[src/rtl/sd_uart_pkg.sv]
// Shared UART transmit types and constants used by sd_uart_tx and the SD/UART command controller.
// Also holds the line-level decode used by the transmitter's FSM.
package sd_uart_pkg;

  typedef enum logic [1:0] {
    TX_IDLE  = 2'd0,
    TX_START = 2'd1,
    TX_DATA  = 2'd2,
    TX_STOP  = 2'd3
  } tx_state_t;

  localparam int         UART_DATA_BITS  = 8;
  localparam logic       UART_IDLE_LEVEL = 1'b1;
  localparam logic [7:0] UART_START_BYTE = 8'hA5;

  // Command bytes the controller exchanges with the host
  localparam logic [7:0] CMD_READ_CID   = 8'h43;
  localparam logic [7:0] CMD_READ_CSD   = 8'h44;
  localparam logic [7:0] CMD_READ_BLOCK = 8'h52;
  localparam logic [7:0] CMD_STATUS     = 8'h53;

  function automatic logic tx_line_level(input tx_state_t st, input logic lsb);
    case (st)
      TX_START: return 1'b0;
      TX_DATA:  return lsb;
      default:  return UART_IDLE_LEVEL;
    endcase
  endfunction

endpackage

[src/rtl/sd_uart_fifo.sv]
// Byte FIFO: push/pop take effect on the clock edge; head_dat shows the oldest byte combinationally.
// Backpressure: a push while full is dropped and sets the sticky overflow flag; clear wins over push/pop.
module sd_uart_fifo #(
  parameter int DEPTH  = 16,
  parameter int ADDR_W = 4,
  parameter int WIDTH  = 8
) (
  input  logic              clk,
  input  logic              reset,
  input  logic              push,
  input  logic [WIDTH-1:0]  push_dat,
  input  logic              pop,
  input  logic              clear,
  output logic [WIDTH-1:0]  head_dat,
  output logic              full,
  output logic              empty,
  output logic              overflow,
  output logic [ADDR_W:0]   count
);

  logic [WIDTH-1:0]  mem [DEPTH];
  logic [ADDR_W-1:0] wr_ptr;
  logic [ADDR_W-1:0] rd_ptr;
  logic              do_push;
  logic              do_pop;

  assign full     = (count == (ADDR_W+1)'(DEPTH));
  assign empty    = (count == '0);
  assign head_dat = mem[rd_ptr];
  // Fullness is judged on the pre-edge count, so a same-edge pop never rescues a push
  assign do_push  = push && !full && !clear;
  assign do_pop   = pop && !empty && !clear;

  always_ff @(posedge clk or negedge reset) begin
    if (!reset) begin
      wr_ptr   <= '0;
      rd_ptr   <= '0;
      count    <= '0;
      overflow <= 1'b0;
    end else if (clear) begin
      wr_ptr   <= '0;
      rd_ptr   <= '0;
      count    <= '0;
      overflow <= 1'b0;
    end else begin
      if (do_push) wr_ptr <= wr_ptr + 1'b1;
      if (do_pop)  rd_ptr <= rd_ptr + 1'b1;
      case ({do_push, do_pop})
        2'b10:   count <= count + 1'b1;
        2'b01:   count <= count - 1'b1;
        default: count <= count;
      endcase
      if (push && full) overflow <= 1'b1;
    end
  end

  always_ff @(posedge clk) begin
    if (do_push) mem[wr_ptr] <= push_dat;
  end

endmodule

[src/rtl/sd_uart_tx.sv]
// UART 8N1 transmitter fed by a byte FIFO; txd falls one cycle after the first push, frames run back-to-back.
// Backpressure: tx_full/tx_count tell the controller to stop; pushes while full are dropped and flagged.
module sd_uart_tx
  import sd_uart_pkg::*;
#(
  parameter int CLKS_PER_BIT = 434,
  parameter int FIFO_DEPTH   = 16,
  parameter int ADDR_W       = 4
) (
  input  logic              clk,
  input  logic              reset,
  input  logic              tx_en,
  input  logic [7:0]        tx_data,
  input  logic              tx_clear,
  output logic              txd,
  output logic              tx_full,
  output logic              tx_empty,
  output logic              tx_busy,
  output logic              tx_overflow,
  output logic [ADDR_W:0]   tx_count
);

  localparam int              CNT_W     = (CLKS_PER_BIT > 2) ? $clog2(CLKS_PER_BIT) : 1;
  localparam logic [CNT_W-1:0] BAUD_LAST = CNT_W'(CLKS_PER_BIT - 1);
  localparam logic [2:0]       BIT_LAST  = 3'(UART_DATA_BITS - 1);

  tx_state_t        state, state_nxt;
  logic [CNT_W-1:0] baud_cnt, baud_nxt;
  logic [2:0]       bit_idx, bit_nxt;
  logic [7:0]       shift, shift_nxt;
  logic [7:0]       head_dat;
  logic             fifo_pop;
  logic             bit_done;
  logic             can_load;

  sd_uart_fifo #(
    .DEPTH  (FIFO_DEPTH),
    .ADDR_W (ADDR_W),
    .WIDTH  (8)
  ) u_fifo (
    .clk      (clk),
    .reset    (reset),
    .push     (tx_en),
    .push_dat (tx_data),
    .pop      (fifo_pop),
    .clear    (tx_clear),
    .head_dat (head_dat),
    .full     (tx_full),
    .empty    (tx_empty),
    .overflow (tx_overflow),
    .count    (tx_count)
  );

  assign bit_done = (baud_cnt == BAUD_LAST);
  // A flush on the same edge must not launch the byte it is discarding
  assign can_load = !tx_empty && !tx_clear;
  assign tx_busy  = (state != TX_IDLE);
  assign txd      = tx_line_level(state, shift[0]);

  always_ff @(posedge clk or negedge reset) begin
    if (!reset) begin
      state    <= TX_IDLE;
      baud_cnt <= '0;
      bit_idx  <= '0;
      shift    <= '0;
    end else begin
      state    <= state_nxt;
      baud_cnt <= baud_nxt;
      bit_idx  <= bit_nxt;
      shift    <= shift_nxt;
    end
  end

  always_comb begin
    state_nxt = state;
    baud_nxt  = baud_cnt;
    bit_nxt   = bit_idx;
    shift_nxt = shift;
    fifo_pop  = 1'b0;
    case (state)
      TX_IDLE: begin
        baud_nxt = '0;
        if (can_load) begin
          fifo_pop  = 1'b1;
          shift_nxt = head_dat;
          state_nxt = TX_START;
        end
      end
      TX_START: begin
        if (bit_done) begin
          baud_nxt  = '0;
          bit_nxt   = '0;
          state_nxt = TX_DATA;
        end else begin
          baud_nxt = baud_cnt + 1'b1;
        end
      end
      TX_DATA: begin
        if (bit_done) begin
          baud_nxt  = '0;
          shift_nxt = {1'b0, shift[7:1]};
          if (bit_idx == BIT_LAST) state_nxt = TX_STOP;
          else                     bit_nxt   = bit_idx + 1'b1;
        end else begin
          baud_nxt = baud_cnt + 1'b1;
        end
      end
      TX_STOP: begin
        if (bit_done) begin
          baud_nxt = '0;
          if (can_load) begin
            fifo_pop  = 1'b1;
            shift_nxt = head_dat;
            state_nxt = TX_START;
          end else begin
            state_nxt = TX_IDLE;
          end
        end else begin
          baud_nxt = baud_cnt + 1'b1;
        end
      end
      default: state_nxt = TX_IDLE;
    endcase
  end

endmodule
[config.mk]
export PLATFORM = sky130hd
export DESIGN_NAME = sd_uart_tx
export DESIGN_NICKNAME = d
export VERILOG_FILES = /design/src/rtl/sd_uart_pkg.sv /design/src/rtl/sd_uart_fifo.sv /design/src/rtl/sd_uart_tx.sv
export SDC_FILE = /design/constraint.sdc
export NUM_CORES = 1
export LEC_CHECK = 0
export BUFFER_PORTS_ARGS = -buffer_cell sky130_fd_sc_hd__buf_2
export CAP_MARGIN = 25
export CORE_MARGIN = 4
export CORE_UTILIZATION = 25
export DETAILED_ROUTE_END_ITERATION = 10
export GPL_TIMING_DRIVEN = 0
export PLACE_DENSITY_LB_ADDON = 0.15
export SKIP_CTS_REPAIR_TIMING = 1
export SYNTH_ARGS = -nofsm -noshare
export SYNTH_HDL_FRONTEND = slang
export SYNTH_HIERARCHICAL = 1
export SYNTH_SLANG_ARGS = --single-unit
[constraint.sdc]
create_clock -name clk -period 4.5 [get_ports clk]
set_input_delay 0.45 -clock clk [delete_from_list [all_inputs] [get_ports clk]]
set_output_delay 0.45 -clock clk [all_outputs]
set_load 0.01 [all_outputs]
Word-level counts from Yosys, hierarchy flattened
Memories as Yosys holds them, arrays and structs flattened.
Cells that the tools add are included.
Word-level totals
  register bits after elaboration: 36
  RAM bits: 128
  output and inout bits: 10
  logic and storage cells: 82
  memories: 1
Operators by class
  add/subtract/negate cells: 6
  equality and inequality tests: 14
  mux-type cells: 31
  reduce and logical (&&, ||, !) cells: 22
Memory list
  u_fifo.mem: depth 16, width 8, rd ports 1, clocked after Yosys merged registers in 0, wr ports 1, RTL line sd_uart_fifo.sv:21  | logic [WIDTH-1:0] mem [DEPTH];
Operators with widths (count)
  2-to-1 mux 8 bit: 3
  case mux 8 bit (3 select lines): 1
  case mux 9 bit (2 select lines): 1
  2-to-1 mux 4 bit: 4
  != test 2 bit (second input constant): 6
  2-to-1 mux 2 bit: 5
  case mux 5 bit (2 select lines): 1
  nonzero test 2 bit: 5
  adder 9 x 1 -> 9 bit (second input constant): 1
  == test 9 bit (second input constant): 1
  2-to-1 mux 3 bit: 3
  2-to-1 mux 9 bit: 1
  adder 4 x 1 -> 4 bit (second input constant): 2
  case mux 2 bit (4 select lines): 1
  2-to-1 mux 1 bit: 7
  == test 2 bit (second input constant): 3
  logical AND 1 bit: 6
  case mux 3 bit (2 select lines): 1
  nonzero test 3 bit: 2
  adder 5 x 1 -> 5 bit (second input constant): 1
  == test 5 bit (second input constant): 1
  zero test 5 bit: 1
  2-to-1 mux 5 bit: 1
  AND reduction 5 bit: 1
  other kinds (10): 14

Depth between registers and ports, before layout
  depth in word-level cells: 11
  mapped depth: 15
  gate-level depth less buffers: 14

Modules after synthesis
Netlist, hierarchy kept.
By module, submodules not included
  sd_uart_fifo: times used 1, cells each 358, area each 5904.4 um^2, sequential area each 4194.0 um^2
  sd_uart_tx: times used 1, cells each 112, area each 1249.9 um^2, sequential area each 550.5 um^2

Worst setup path before layout
OpenSTA, ideal clock, no wires.
  path type: register -> register
  from: register u_fifo.count[0]
  to: register u_fifo.count[4]
  setup time: 78 ps
  arrival: 3419 ps
  data required time: 4422 ps
  slack: 1003 ps
  cell stages (with the launch flop): 15
  period minus slack after synthesis: 3497 ps
  path through: dfrtp_1 > or4_1 > clkbuf_2 > nor2_1 > nor2_1 > o21ai_0 > a211oi_1 > o21ai_0 > or3_1 > fa_1 > nand2b_1 > a21oi_1 > mux2i_1 > a32oi_1 > a21oi_1
Between the ends
  longest elaborated chain between the ends: 11
RTL lines
  start, declared: RTL line sd_uart_fifo.sv:18  | output logic [ADDR_W:0] count
  start signal, assigned: RTL line sd_uart_fifo.sv:49  | 2'b10: count <= count + 1'b1;
  start signal, assigned: RTL line sd_uart_fifo.sv:50  | 2'b01: count <= count - 1'b1;
  start signal, assigned: RTL line sd_uart_fifo.sv:51  | default: count <= count;
  zero test 5 bit *: RTL line sd_uart_fifo.sv:28  | assign empty = (count == '0);
  via tx_empty: RTL line sd_uart_tx.sv:17  | output logic tx_empty,
  zero test 1 bit *: RTL line sd_uart_tx.sv:56  | assign can_load = !tx_empty && !tx_clear;
  logical AND 1 bit *: RTL line sd_uart_tx.sv:56
  2-to-1 mux 1 bit *: RTL line sd_uart_tx.sv:83, sd_uart_tx.sv:111
  2-to-1 mux 1 bit: RTL line sd_uart_tx.sv:109  | if (bit_done) begin
  case mux 1 bit (2 select lines) *: RTL line sd_uart_tx.sv:80  | case (state)
  via fifo_pop: RTL line sd_uart_tx.sv:32  | logic fifo_pop;
  logical AND 1 bit * (2 in series): RTL line sd_uart_fifo.sv:32  | assign do_pop = pop && !empty && !clear;
  == test 2 x 1 -> 1 bit or == test 2 bit (tied branches): RTL line sd_uart_fifo.sv:48  | case ({do_push, do_pop})
  case mux 5 bit (2 select lines): RTL line sd_uart_fifo.sv:48
  2-to-1 mux 5 bit: RTL line sd_uart_fifo.sv:40  | end else if (clear) begin
The timed path passes the listed nets; every way through them passes the cells marked *.
A chain may end at the register's enable or synchronous reset.

Worst setup path after layout
  from: register u_fifo.count[0]
  to: register u_fifo.count[4]
Between the ends
  longest elaborated chain between the ends: 11
RTL lines (RTL line)
  zero test 5 bit *: sd_uart_fifo.sv:28
  zero test 1 bit *: sd_uart_tx.sv:56
  logical AND 1 bit *: sd_uart_tx.sv:56
  2-to-1 mux 1 bit *: sd_uart_tx.sv:83, sd_uart_tx.sv:111
  2-to-1 mux 1 bit: sd_uart_tx.sv:109
  case mux 1 bit (2 select lines) *: sd_uart_tx.sv:80
  via fifo_pop: sd_uart_tx.sv:32
  logical AND 1 bit * (2 in series): sd_uart_fifo.sv:32
  == test 2 x 1 -> 1 bit or == test 2 bit (tied branches): sd_uart_fifo.sv:48
  case mux 5 bit (2 select lines): sd_uart_fifo.sv:48
  2-to-1 mux 5 bit: sd_uart_fifo.sv:40
Marks and branches as above.

==> metrics <==
1st-pass router iterations 4; top cells by count, synth 128 x edfxtp_1, 45 x nor2_1, 36 x dfrtp_1, 28 x mux2i_1, 27 x mux2_2; total track usage 11.2%; die area 31400 um^2; Root Driver clkbuf_16; area of the multi-input gates 2270 um^2; Fin Clk Skew 0.0119 ns; Max clock buf depth 2; total clock sinks 164; sw power 734 uW; first-pass GRT wire length 25800 um; Crit Path Class flop to flop; ant diodes 0; number of CTS-inserted buffers 17; Worst Setup End Kind flop; Max Clk Rate 254 MHz; initial antenna violation count 0; GR Overflow Total 0; FF+latch area 4740 um^2; Initial DRC Count 205; Worst R2R Path Depth 14; slowest CP cell a211oi_2; clock-pin slew on the worst setup and hold paths 0.07 ns; Clk pwr share 44.2%; core area 28000 um^2; status finished clean; dpl hpwl 11300 um; Mapped Nets 501; Yosys warning total 6; Vias 3947; Slew @ Worst Pin 0.889 ns; Area contributors post-synth edfxtp_1 54%, dfrtp_1 13%, mux4_2 5.0%, mux2_2 4.2%, mux2i_1 3.9%; Max Cap Viol 0; Critical Path End u_fifo/count[4]$_DFFE_PN0P_; fin nets 540; Seq/Total Area, Yosys 66.3%; distinct cell type count of the synthesized netlist 51; RSZ-0062 raised after global routing false; min cycle time layout 3.94 ns; Cell Pwr Density 393 nW/um^2; Setup crit start kind flop; max-slew violation count 0; Die W 177 um; crit path from u_fifo/count[0]$_DFFE_PN0P_; layout cells sized above 1 22.5%; Area Overhead vs Synth 16.1%; Port Buffers 20; Reg2Reg Capture Point u_fifo/count[4]$_DFFE_PN0P_; synthesized area 7150 um^2; final wirelength 16600 um; fill count 2849; average wire per standard cell 18.5 um; Vias/cell 4.39; count leader, synth edfxtp_1; Largest stage delay, worst path 0.52 ns; Mapped Cells 470; post-synth top area share 53.7%; vias in the first global route 4200; Most used DFF post-synth edfxtp_1; flop and latch count out of synthesis 164; Comb pwr share 4.7%; gpl congestion 0.788; Rows 61; # IOs 22; cell-internal power 2530 uW; HP Class primary input to async pin; critical path required time 4.84 ns; Sw Share 22.5%; Remaining DRCs 0; DIE HEIGHT 177 um; Post-DRT Antenna Nets 0; Starting Density 25.5%; Hold Vio Cnt, Final 0; EDFF count, synth 128; Synth Area per Inst 15.2 um^2; reg-to-reg setup timing slack 0.56 ns; setup TNS 0 ns; fraction of registers with async set/reset 22.0%; Arr. time, crit path 4.28 ns; CP Max Fanout 8; maximum vdd drop 0.221 mV; insertion delay to the later sink of the worst-skew pair 0.43 ns; Rel. slew slack 40.5%; period utilization 87.5%; setup violators final 0; Cell Chain, Critical Path or4_1 -> clkbuf_2 -> nor2_1 -> nor2_1 -> o21ai_0 -> a211oi_2 -> o21ai_0 -> or3_1 -> fa_1 -> nand2b_1 -> a21oi_1 -> mux2i_1 -> a32oi_1 -> a21oi_1; Max H-tree Level 4; P_leak 0.00286 uW; worst r2r src u_fifo/count[0]$_DFFE_PN0P_; largest area contributor in the netlist edfxtp_1; CTS tree done; Inst Count DP 868; fin cells 899; largest net degree at the start of global routing 37; Seq pwr share 51.1%
## kinds of logic after synthesis
kind of cell	after synthesis	synth area share (%)
xor+xnor	15	1.84
simple gates	100	6.58
mux	71	13.2
fa+ha+maj	19	3.43
buf+inv	31	2.03
flops	164	66.3
compound gates	70	6.61
## how the worst min path moves through the flow
stage                                              to  slack, ns                        start  cells past startpoint
final                           baud_cnt[2]$_DFF_PN0_       0.15                        reset                      1
after global routing            baud_cnt[2]$_DFF_PN0_       0.20                        reset                      1
after CTS                       baud_cnt[7]$_DFF_PN0_       0.17                        reset                      1
after detailed placement  u_fifo/overflow$_DFFE_PN0P_       0.48  u_fifo/overflow$_DFFE_PN0P_                      2
after global placement    u_fifo/overflow$_DFFE_PN0P_       0.48  u_fifo/overflow$_DFFE_PN0P_                      2
after floorplan                 baud_cnt[0]$_DFF_PN0_       0.15                        reset                      0
## critical path: cells and delay by family, from the launching register on
family,cells,cell delay (ns)
AOI/OAI and AO/OA,6,1.55
and+or+nand+nor,5,1.04
muxes,1,0.24
DFF,1,0.44
adders and majority gates,1,0.41
buffers and inverters,1,0.17
## registers in the layout, summed over array words and instances (netlist names)
signal,cells
u_fifo/count,5
state,2
shift,8
u_fifo/wr_ptr,4
u_fifo/mem,128
baud_cnt,9
bit_idx,3
u_fifo/overflow,1
u_fifo/rd_ptr,4
## cells in the final DEF, fill, tap and decap left out, drive strengths merged, types with 4 or more instances in the layout
cell,Yosys,layout
a21oi,15,15
nand4,5,5
nor2,46,46
nand2,24,24
mux4,16,16
mux2,27,27
a22oi,9,9
clkinv,0,4
xor2,12,12
mux2i,28,28
or3,4,4
a221oi,8,8
buf,8,28
ha,18,18
clkbuf,12,30
and2,4,4
dfrtp,36,36
o21ai,21,21
edfxtp,128,128
inv,11,17
## power by group through the flow
stage               Combinational, uW  Sequential [uW]  Clock [uW]
detailed placement                158             1700           0
CTS                               159             1670        1490
finish                            154             1670        1440
floorplan                        85.2             1700           0
global route                      178             1670        1550
global placement                  155             1700           0
## area by class of cell
cell class,count,area share (%)
flip-flops and latches,164,57.1
multi-input cells,275,27.3
well taps,378,5.69
clock buffers,18,5.17
clock inverters,13,1.76
plain buffers,20,1.25
repair buffers,20,1.20
inverters,11,0.497
## per-stage QoR
stage | utilization (%) | hold slack, ns | total power (uW) | cell area, um^2 | setup WS, ns
global placement | 27.6 | 0.478 | 1850 | 7730 | 0.377
CTS | 29.6 | 0.171 | 3320 | 8300 | 0.183
floorplan | - | 0.154 | 1780 | 7150 | 1.00
detailed placement | 27.6 | 0.485 | 1860 | 7730 | 0.216
global route | 29.7 | 0.201 | 3400 | 8310 | 0.184
finish | 29.7 | 0.146 | 3260 | 8310 | 0.563
## per-layer routing
| layer | part of all wire (%) | track usage [%] | wire length (um) | vias up |
|---|---|---|---|---|
| li1 | - | - | - | 1858 |
| met1 | 46 | 15.2 | 7730 | 2017 |
| met2 | 48 | 18.2 | 8030 | 60 |
| met3 | 4.1 | 2.24 | 686 | 12 |
| met4 | 1.2 | 3.38 | 199 | 0 |
| met5 | 0 | 0 | 0 | - |
(Power assumes the default switching activity.)
